--- src/rtl/inst_fetch.sv ---
// Instruction fetch stage: owns the PC, issues one word read at a time to
// instruction memory and hands each returned word, with its PC, to the decoder.
// Redirects restart fetch and squash any response still in flight.
module inst_fetch #(
  parameter logic [31:0] RESET_PC = 32'h0000_0000,
  parameter logic [31:0] NOP_INST = 32'h0000_0013
) (
  input  logic        clk,
  input  logic        rst,
  output logic        imem_req_valid,
  input  logic        imem_req_ready,
  output logic [31:0] imem_req_addr,
  input  logic        imem_rsp_valid,
  input  logic [31:0] imem_rsp_data,
  input  logic        redirect_valid,
  input  logic [31:0] redirect_pc,
  output logic        inst_valid,
  input  logic        inst_ready,
  output logic [31:0] inst,
  output logic [31:0] inst_pc
);

  typedef enum logic [1:0] {StReq, StWait, StHold} state_e;

  state_e      state_q, state_d;
  logic [31:0] pc_q, pc_d;
  logic        drop_q, drop_d;
  logic        inst_valid_q, inst_valid_d;
  logic [31:0] inst_q, inst_d;
  logic [31:0] inst_pc_q, inst_pc_d;
  logic [31:0] redir_pc;

  assign redir_pc       = {redirect_pc[31:2], 2'b00};
  assign imem_req_valid = (state_q == StReq) && !rst;
  assign imem_req_addr  = {pc_q[31:2], 2'b00};
  assign inst_valid     = inst_valid_q;
  assign inst           = inst_q;
  assign inst_pc        = inst_pc_q;

  // Next-state logic for the fetch FSM, PC and the held instruction.
  always_comb begin
    state_d      = state_q;
    pc_d         = pc_q;
    drop_d       = drop_q;
    inst_valid_d = inst_valid_q;
    inst_d       = inst_q;
    inst_pc_d    = inst_pc_q;
    unique case (state_q)
      StReq: begin
        if (redirect_valid) begin
          pc_d = redir_pc;
        end
        if (imem_req_ready) begin
          state_d = StWait;
          // The accepted request was for the old PC, so its data is stale.
          drop_d  = redirect_valid;
        end
      end
      StWait: begin
        if (imem_rsp_valid) begin
          if (drop_q || redirect_valid) begin
            drop_d  = 1'b0;
            state_d = StReq;
            if (redirect_valid) begin
              pc_d = redir_pc;
            end
          end else begin
            inst_d       = imem_rsp_data;
            inst_pc_d    = pc_q;
            inst_valid_d = 1'b1;
            pc_d         = pc_q + 32'd4;
            state_d      = StHold;
          end
        end else if (redirect_valid) begin
          pc_d   = redir_pc;
          drop_d = 1'b1;
        end
      end
      StHold: begin
        // Redirect wins over the decoder handshake; either way the slot empties.
        if (redirect_valid || inst_ready) begin
          inst_valid_d = 1'b0;
          inst_d       = NOP_INST;
          state_d      = StReq;
          if (redirect_valid) begin
            pc_d = redir_pc;
          end
        end
      end
      default: state_d = StReq;
    endcase
  end

  // State registers with synchronous active-high reset.
  always_ff @(posedge clk) begin
    if (rst) begin
      state_q      <= StReq;
      pc_q         <= {RESET_PC[31:2], 2'b00};
      drop_q       <= 1'b0;
      inst_valid_q <= 1'b0;
      inst_q       <= NOP_INST;
      inst_pc_q    <= 32'h0;
    end else begin
      state_q      <= state_d;
      pc_q         <= pc_d;
      drop_q       <= drop_d;
      inst_valid_q <= inst_valid_d;
      inst_q       <= inst_d;
      inst_pc_q    <= inst_pc_d;
    end
  end

endmodule

--- config.mk ---
export PLATFORM = sky130hd
export DESIGN_NAME = inst_fetch
export DESIGN_NICKNAME = d
export VERILOG_FILES = /design/src/rtl/inst_fetch.sv
export SDC_FILE = /design/constraint.sdc
export NUM_CORES = 1
export LEC_CHECK = 0
export BUFFER_PORTS_ARGS = -buffer_cell sky130_fd_sc_hd__buf_2
export CAP_MARGIN = 20
export CORE_MARGIN = 8
export CORE_UTILIZATION = 35
export DETAILED_ROUTE_END_ITERATION = 10
export PLACE_DENSITY = 0.67
export SYNTH_ARGS = -nofsm -noshare
export SYNTH_HDL_FRONTEND = slang
export SYNTH_SLANG_ARGS = --single-unit
--- constraint.sdc ---
create_clock -name clk -period 3.2 [get_ports clk]
set_input_delay 0.48 -clock clk [delete_from_list [all_inputs] [get_ports clk]]
set_output_delay 0.48 -clock clk [all_outputs]
set_load 0.02 [all_outputs]
==> metrics.csv, run 1 <==
stage;metric;value;unit
sta;rsz0062_at_grt;no;
global_route;grt.busiest_layer;met2;
floorplan;dieWidth;131;µm
sta;setup_tns;0;ps
final_layout;final_layout_size_suffix_gt1_frac;0.288;
global_route;grt_antenna_before_repair;1;
detailed_routing;vias;4457;
floorplan;pin_count;168;
placement;post-place-cells;862;
pwr;vdd_drop_max;0.000278;V
floorplan;die-area;0.0172;mm²
clocking;numCtsBuffers;9;
detailed_routing;drt_pass1_iterations;4;
global_route;met1_usage;0.196;
synth;ys.flop_type;dfxtp_1;
clocking;cts_tree;yes;
global_route;grt_max_degree;61;
sta;fmax;428;MHz
clocking;cts_root_buffer;clkbuf_16;
setup_path;crit_type;reg2reg;
detailed_routing;drc;0;
final_layout;n_antenna_cell;0;
clocking;cts_hold_buf;0;
detailed_routing;wl_per_cell;16.5;µm
clocking;post_cts_buffers;0;
synth;syn_avg_cell_area;7.88;µm²
synth;ys_seq_area_frac;0.430;
final_layout;stdcell_count;878;
global_route;globalRouteOverflowTotal;0;
clocking;clock_sinks;100;
global_route;grt_first_pass_wirelength;23.3;mm
setup_path;slowest_delay;580;ps
setup_path;crit_family;simple AND/OR/NAND/NOR gates;
sta;fin_crit;2340;ps
sta;setup_viol_count_final;0;
flow_run;drv_cap;0;
clocking;cts_resized;0;
setup_path;worstPathRequired;3480;ps
sta;worst_pin_slew;754;ps
detailed_routing;wirelength;14.5;mm
clocking;clock_path_buffers;2;
floorplan;row_count;42;
placement;portBuffers;163;
synth;synth_edf_count;0;
floorplan;initial_core_util;0.355;
synth;synth_area;0.00465;mm²
global_route;met3_usage;0.0427;
sta;setup_ws;865;ps
outcome;outcome;complete, no violations;
detailed_routing;drtIter0Drc;220;
clocking;clock_latency;350;ps
global_route;met2_usage;0.283;
sta;skew;6.72;ps
final_layout;multi_input_area;0.00220;mm²
synth;synth_cell_types;61;
final_layout;nFillCells;1376;
placement;dp_slack;883;ps
detailed_routing;ant_nets;0;
placement;hpwl;10.0;mm
sta;finalHoldViolations;0;
setup_path;cp_data_arrival_time;2610;ps
synth;async_reset_ff_frac;0;
final_layout;syn2layout_area_growth;21.1;%
floorplan;design.core.area;0.0131;mm²
sta;finalCritPeriodShare;0.730;
floorplan;die_h;131;µm
worst_hold_path;hp-class;in2reg;
global_route;grt_use_total;0.165;
clocking;path_clk_slew;70;ps
setup_path;worstSetupStartpointType;flop;
setup_path;slowest_stage;dfxtp_1;
setup_path;path_buf_inv;1;
clocking;h-tree-depth;3;
synth;yosysWarningCount;0;
synth;synth_seq_cells;100;
pwr;p_leak;2.37;nW
pwr;cellPowerDensity;490;mW/mm²
placement;place_congestion;0.764;
setup_path;cp_max_fo;32;
synth;synthCells;590;
detailed_routing;viasPerCell;5.08;
sta;report.final.slew_viol_count;0;
setup_path;cp_cell_sequence;and4bb_1 -> and2_4 -> buf_4 -> and2_1 -> o21ai_1 -> a21oi_1;
final_layout;layout_commonest_cell;buf_2;
final_layout;fin_nets;768;
sta;hold_ws;359;ps
final_layout;register_area;0.00200;mm²
final_layout;final_cell_mix;buf_2 (162), nand2_1 (117), dfxtp_1 (100);
global_route;first_global_vias;4217;
setup_path;critPathCaptureType;flop;
final_layout;utilization;0.430;
sta;relSlewSlack;0.496;
-- logic make-up (layout without fill, tap and decap cells) --
| group | Yosys count | after routing | synth area share |
|---|---|---|---|
| multiplexers | 6 | 6 | 0.0135 |
| XOR/XNOR | 4 | 4 | 0.00753 |
| adder cells (fa/ha/maj) | 1 | 1 | 0.00269 |
| AO/OA/AOI/OAI | 147 | 147 | 0.188 |
| AND/OR/NAND/NOR | 247 | 247 | 0.258 |
| buffers and inverters | 84 | 195 | 0.0995 |
| flip-flops | 100 | 100 | 0.430 |
| other | 1 | 2 | 0.000806 |
-- stage by stage --
stage          instance area [µm²]  total power [mW]
2_1_floorplan                 4650              1.60
3_3_place_gp                  5330              1.70
3_5_place_dp                  5330              1.70
4_1_cts                       5630              2.79
5_1_grt                       5630              2.87
6_report                      5630              2.76
-- worst min-delay path, delay by kind of cell --
family,cells,cell delay (ps)
buffers and inverters,1,90
AND/OR/NAND/NOR,1,40
AO/OA/AOI/OAI,1,50
-- power breakdown --
part	switching (mW)	internal, mW
sequential	0.0645	1.29
clock	0.494	0.595
combinational	0.199	0.120
-- synthesized netlist by cell type, types with 2 or more instances --
cell type,count,area [µm²]
a211o_1,4,35.0
a211oi_1,2,15.0
a21o_1,2,15.0
a21oi_1,83,415
a22oi_1,3,22.5
a311oi_1,5,43.8
a31oi_1,5,31.3
and2_1,5,31.3
and3_1,5,31.3
and4_1,3,26.3
buf_1,5,18.8
buf_2,18,90.1
buf_4,33,248
clkbuf_1,20,75.1
dfxtp_1,100,2000
inv_1,7,26.3
mux2i_1,4,40.0
nand2_1,118,443
nand3_1,42,210
nand4_1,11,68.8
nor2_1,28,105
nor3_1,12,60.1
nor3_2,2,20.0
nor3b_1,4,30.0
nor4_1,3,18.8
nor4_4,2,42.5
o21a_1,2,15.0
o21ai_0,13,65.1
o21ai_1,7,35.0
o221ai_1,4,35.0
o22ai_1,5,31.3
or3_1,2,12.5
xor2_1,3,26.3
-- final cells by class --
| class | count | share of cell area |
|---|---|---|
| tap | 176 | 0.0391 |
| sequential | 100 | 0.355 |
| inverter | 7 | 0.00466 |
| clock buffer | 12 | 0.0473 |
| multi-input combinational | 407 | 0.390 |
| timing repair buffer | 172 | 0.157 |
| clock inverter | 4 | 0.00578 |
-- metal layers --
layer	wire length, µm	vias to the layer above
met5	9	-
met4	239	2
met3	931	18
met2	7110	131
met1	6190	2063
li1	-	2243
-- path summary, 6_finish.rpt --
kind                                        start          end  slack [ps]  cells after the start
worst max-delay path                   state_q[0]     pc_q[12]         860                      6
worst min-delay path            imem_rsp_data[23]     inst[23]         360                      3
worst min register to register        inst_pc[10]  inst_pc[10]         450                      2
worst max register to register         state_q[0]     pc_q[12]         860                      6
-- registers in the layout, indices dropped and copies added (netlist names) --
signal	flops
pc_q	32
inst	32
state_q	2
inst_valid	1
inst_pc	32
drop_q	1
Note: power is estimated with default switching activity, not from simulation.
==> inputs of run 2 (changes only) <==
- ABC_AREA: unset -> 1
- PLACE_DENSITY: 0.67 -> 0.68
- clock period: 3.2 -> 2 ns (I/O delays scaled with it)
==> run 2 against run 1 <==
Compared with the run above: synthesized cell count up 27%; largest power group unchanged; cell count is 21% higher; wire length is 16% higher; clock-buffer cell count is the same; worst setup slack worse by 670 ps; maximum frequency increased by 29%.
==> metrics.csv, run 2 <==
stage;metric;value;unit
outcome;outcome;complete, no violations;
synth;synth_area;0.00508;mm²
final_layout;nFillCells;1510;
pwr;pwr-share-clk;0.367;
floorplan;pin_count;168;
global_route;grt_max_degree;62;
synth;yosys-top-cells-count;nand2_1 (181), dfxtp_1 (100), a21oi_1 (93), nor2_1 (76), o21ai_0 (56);
sta;skew;7.12;ps
sta;worst_pin_slew;677;ps
pwr;combPwrFrac;0.150;
clocking;h-tree-depth;3;
pwr;swShare;0.288;
detailed_routing;drc;0;
pwr;intPower;3.19;mW
setup_path;crit_family;simple AND/OR/NAND/NOR gates;
pwr;cellPowerDensity;727;mW/mm²
synth;synth_seq_cells;100;
pwr;p_total;4.49;mW
clocking;post_cts_buffers;0;
clocking;cts_tree;yes;
pwr;vdd_drop_max;0.000644;V
global_route;globalRouteOverflowTotal;0;
placement;place_congestion;0.846;
setup_path;cp_cell_sequence;ha_1 -> nand2_1 -> nor2_1 -> and3_1 -> nand2_1 -> nor2_2 -> nand2_1 -> nand2_1 -> nand2_1 -> nand2_1 -> nor2_1;
synth;ys_seq_area_frac;0.394;
clocking;cts_hold_buf;0;
setup_path;path_buf_inv;0;
sta;fmax;554;MHz
floorplan;die_h;137;µm
sta;finalHoldViolations;0;
detailed_routing;wl_per_cell;15.9;µm
synth;syn_avg_cell_area;6.77;µm²
setup_path;path_common_cell;nand2_1;
clocking;cts_resized;0;
clocking;clock_path_buffers;2;
placement;hpwl;12.2;mm
synth;synth_area_leaders;dfxtp_1 (39%), nand2_1 (13%), a21oi_1 (9.2%);
detailed_routing;drtIter0Drc;393;
detailed_routing;wirelength;16.9;mm
placement;dp_slack;150;ps
setup_path;crit_type;reg2reg;
detailed_routing;viasPerCell;5.07;
clocking;clock_sinks;100;
clocking;clock_latency;350;ps
final_layout;final_cell_mix;nand2_1 (181), buf_2 (163), dfxtp_1 (100);
global_route;grt_use_total;0.179;
placement;portBuffers;163;
detailed_routing;ant_nets;0;
sta;fin_crit;1810;ps
sta;relSlewSlack;0.548;
pwr;p_leak;2.71;nW
synth;synthCells;751;
global_route;grt_antenna_before_repair;2;
final_layout;stdcell_count;1059;
sta;rsz0062_at_grt;no;
final_layout;syn2layout_area_growth;21.3;%
synth;ys.flop_type;dfxtp_1;
placement;post-place-cells;1043;
flow_run;drv_cap;0;
synth;yosysTopAreaCellShare;0.394;
worst_hold_path;hp-class;in2reg;
clocking;path_clk_slew;70;ps
sta;report.final.slew_viol_count;0;
final_layout;layout_commonest_cell;nand2_1;
sta;hold_ws;178;ps
synth;synth_cell_types;37;
floorplan;initial_core_util;0.354;
final_layout;fin_nets;941;
setup_path;slowest_delay;410;ps
setup_path;cp_max_fo;5;
setup_path;slowest_stage;dfxtp_1;
floorplan;row_count;44;
final_layout;n_antenna_cell;0;
sta;setup_ws;195;ps
floorplan;dieWidth;137;µm
synth;yosysTopAreaCell;dfxtp_1;
synth;async_reset_ff_frac;0;
floorplan;die-area;0.0186;mm²
sta;setup_tns;0;ps
clocking;cts_root_buffer;clkbuf_16;
synth;synth_most_common_cell;nand2_1;
sta;setup_viol_count_final;0;
detailed_routing;vias;5369;
setup_path;critPathCaptureType;flop;
clocking;numCtsBuffers;9;
floorplan;design.core.area;0.0144;mm²
final_layout;final_layout_size_suffix_gt1_frac;0.241;
detailed_routing;drt_pass1_iterations;5;
setup_path;cp_data_arrival_time;2050;ps
pwr;p_switching;1.29;mW
synth;synth_edf_count;0;
setup_path;worstPathRequired;2240;ps
sta;finalCritPeriodShare;0.903;
global_route;first_global_vias;5156;
global_route;grt_first_pass_wirelength;26.5;mm
setup_path;worstSetupStartpointType;flop;
pwr;p_seq_frac;0.483;
synth;yosysWarningCount;0;
==> run 2: cell count changes after synthesis, sizes merged, moves of 5 or more <==
cell and change:
a21oi +10, a311oi -5, and2 -5, and3 -5, inv +39, nand2 +63
nand3 +12, nand4 -10, nor2 +51, o21ai +42
==> run 2: layout make-up <==
cell class / count / area [µm²] / area share
repair buffers: 182 / 1010 / 0.164
multi-input cells: 531 / 2480 / 0.403
well taps: 184 / 230 / 0.0373
clock buffers: 12 / 246 / 0.0400
inverters: 46 / 173 / 0.0280
flip-flops and latches: 100 / 2000 / 0.325
clock inverters: 4 / 25.0 / 0.00406
==> run 2: tightest hold or removal path, cell delays in order <==
cell and delay [ps]:
buf_2 80, o22ai_1 70, nand2_1 50
==> run 2: path summary, 6_finish.rpt <==
| kind | startpoint | endpoint | slack (ps) | cells past startpoint |
|---|---|---|---|---|
| setup / recovery | pc_q[2] | pc_q[24] | 190 | 11 |
| hold / removal | imem_rsp_data[0] | inst[0] | 180 | 3 |
| setup reg to reg | pc_q[2] | pc_q[24] | 190 | 11 |
| hold reg to reg | pc_q[1] | pc_q[1] | 450 | 2 |
==> run 2: power by group through the flow <==
stage	sequential, mW	clock (mW)	combinational, mW
4_1_cts	2.16	1.70	0.678
3_5_place_dp	2.21	0	0.675
2_1_floorplan	2.23	0	0.433
5_1_grt	2.18	1.78	0.746
6_report	2.17	1.65	0.673
3_3_place_gp	2.21	0	0.671
==> run 2: routing by layer <==
layer  track usage  up-vias  share of wire
li1              -     2700              -
met1         0.217     2432           0.42
met2         0.287      217           0.45
met3        0.0742       16           0.11
met4        0.0451        4          0.012
met5             0        -         0.0013
==> run 2: kinds of logic (layout without fill, tap and decap cells) <==
logic type | after synthesis | in the layout | synth area share
other cells | 1 | 2 | 0.000738
compound gates | 185 | 185 | 0.197
buf+inv | 121 | 244 | 0.122
fa+ha+maj | 1 | 1 | 0.00246
xor+xnor | 2 | 2 | 0.00345
mux | 5 | 5 | 0.00985
flops | 100 | 100 | 0.394
simple gates | 336 | 336 | 0.271
==> run 2: per-stage QoR <==
step	instance area, µm²	util
3_3_place_gp	5890	0.410
2_1_floorplan	5090	-
3_5_place_dp	5890	0.410
6_report	6170	0.429
4_1_cts	6160	0.429
5_1_grt	6170	0.429
==> inputs of run 3 (changes only) <==
- CAP_MARGIN: 20 -> 30
- CORE_UTILIZATION: 35 -> 40
- PLACE_DENSITY: 0.68 -> 0.75
==> run 3 against run 2 <==
Compared with the run above: worst hold slack worse by 8.0 ps; clock skew is essentially flat; wire length is 4.8% lower; worst setup slack improved by 57 ps; core utilization rose by 6.3 points.
==> metrics.csv, run 3 (synthesis gave the netlist of run 2 again) <==
stage;metric;value;unit
outcome;outcome;complete, no violations;
final_layout;syn2layout_area_growth;21.3;%
sta;setup_viol_count_final;0;
global_route;grt_max_degree;44;
worst_hold_path;worstHoldStart;imem_rsp_data[0];
clocking;cts_resized;0;
final_layout;final_layout_size_suffix_gt1_frac;0.243;
worst_hold_path;hp-class;in2reg;
placement;dp_slack;191;ps
setup_path;startpoint;pc_q[2];
clocking;cts_root_buffer;clkbuf_16;
sta;finalHoldViolations;0;
pwr;vdd_drop_max;0.000588;V
placement;portBuffers;163;
clocking;path_clk_slew;70;ps
final_layout;n_antenna_cell;0;
detailed_routing;wl_per_cell;15.3;µm
final_layout;fin_nets;943;
final_layout;final_cell_mix;nand2_1 (181), buf_2 (163), dfxtp_1 (100);
clocking;numCtsBuffers;9;
setup_path;critPathCaptureType;flop;
clocking;clock_latency;350;ps
pwr;cellPowerDensity;746;mW/mm²
detailed_routing;drc;0;
detailed_routing;vias;5370;
global_route;first_global_vias;5014;
clocking;cts_hold_buf;0;
floorplan;design.core.area;0.0125;mm²
floorplan;die-area;0.0166;mm²
clocking;h-tree-depth;3;
clocking;cts_tree;yes;
sta;setup_tns;0;ps
final_layout;final_area;0.00616;mm²
sta;fin_crit;1750;ps
floorplan;pin_count;168;
clocking;post_cts_buffers;0;
floorplan;row_count;41;
global_route;globalRouteOverflowTotal;0;
sta;fmax;572;MHz
sta;setup_ws;251;ps
setup_path;cp_max_fo;5;
final_layout;stdcell_count;1047;
setup_path;worstSetupStartpointType;flop;
placement;place_congestion;0.831;
sta;finalCritPeriodShare;0.874;
global_route;grt_antenna_before_repair;1;
placement;hpwl;11.7;mm
setup_path;r2r_start;pc_q[2];
pwr;p_leak;2.73;nW
floorplan;initial_core_util;0.406;
global_route;grt_first_pass_wirelength;25.6;mm
setup_path;crit_type;reg2reg;
detailed_routing;ant_nets;0;
detailed_routing;drt_pass1_iterations;7;
setup_path;cp_data_arrival_time;2000;ps
sta;report.final.slew_viol_count;0;
final_layout;layout_commonest_cell;nand2_1;
sta;hold_ws;170;ps
detailed_routing;viasPerCell;5.13;
floorplan;die_h;129;µm
clocking;clock_path_buffers;2;
sta;skew;6.82;ps
setup_path;worstPathRequired;2250;ps
sta;rsz0062_at_grt;no;
flow_run;drv_cap;0;
clocking;clock_sinks;100;
detailed_routing;drtIter0Drc;410;
global_route;grt_use_total;0.194;
placement;post-place-cells;1033;
floorplan;dieWidth;129;µm
placement;place_area;0.00586;mm²
detailed_routing;wirelength;16.0;mm
run 3: critical path: stages (launching register included):
cell	delay (ps)
dfxtp_1	390
ha_1	220
nand2_1	140
nor2_1	110
and3_1	220
nand2_1	100
nor2_2	190
nand2_1	70
nand2_1	70
nand2_1	50
nand2_1	50
nor2_1	50
run 3: final cells by class:
type	count	area, µm²
Timing Repair Buffer	184	998
Multi-Input combinational cell	531	2480
Sequential cell	100	2000
Clock inverter	2	35.0
Tap cell	172	215
Fill cell	1309	6350
Clock buffer	12	256
Inverter	46	173
run 3: final timing paths:
check / to / slack [ps] / cells past startpoint
worst max-delay path: pc_q[24] / 250 / 11
worst min-delay path: inst[0] / 170 / 3
worst max register to register: pc_q[24] / 250 / 11
worst min register to register: pc_q[0] / 460 / 2
run 3: stage by stage:
stage               utilization  total power, mW
floorplan                     -             2.67
global placement          0.468             2.87
detailed placement        0.468             2.87
CTS                       0.492             4.63
global route              0.493             4.79
finish                    0.493             4.60
run 3: report_power, final:
| part | leakage (nW) | internal [mW] | switching, mW | total [mW] |
|---|---|---|---|---|
| clock network | 0.145 | 1.02 | 0.744 | 1.77 |
| logic | 1.77 | 0.238 | 0.425 | 0.663 |
| registers | 0.815 | 2.08 | 0.0892 | 2.17 |
run 3: layer usage:
layer | vias up | share of wire | track usage
met5 | - | 0.00050 | 0
met4 | 2 | 0.016 | 0.0594
met3 | 24 | 0.11 | 0.0827
met2 | 206 | 0.45 | 0.307
met1 | 2436 | 0.42 | 0.233
li1 | 2702 | - | -
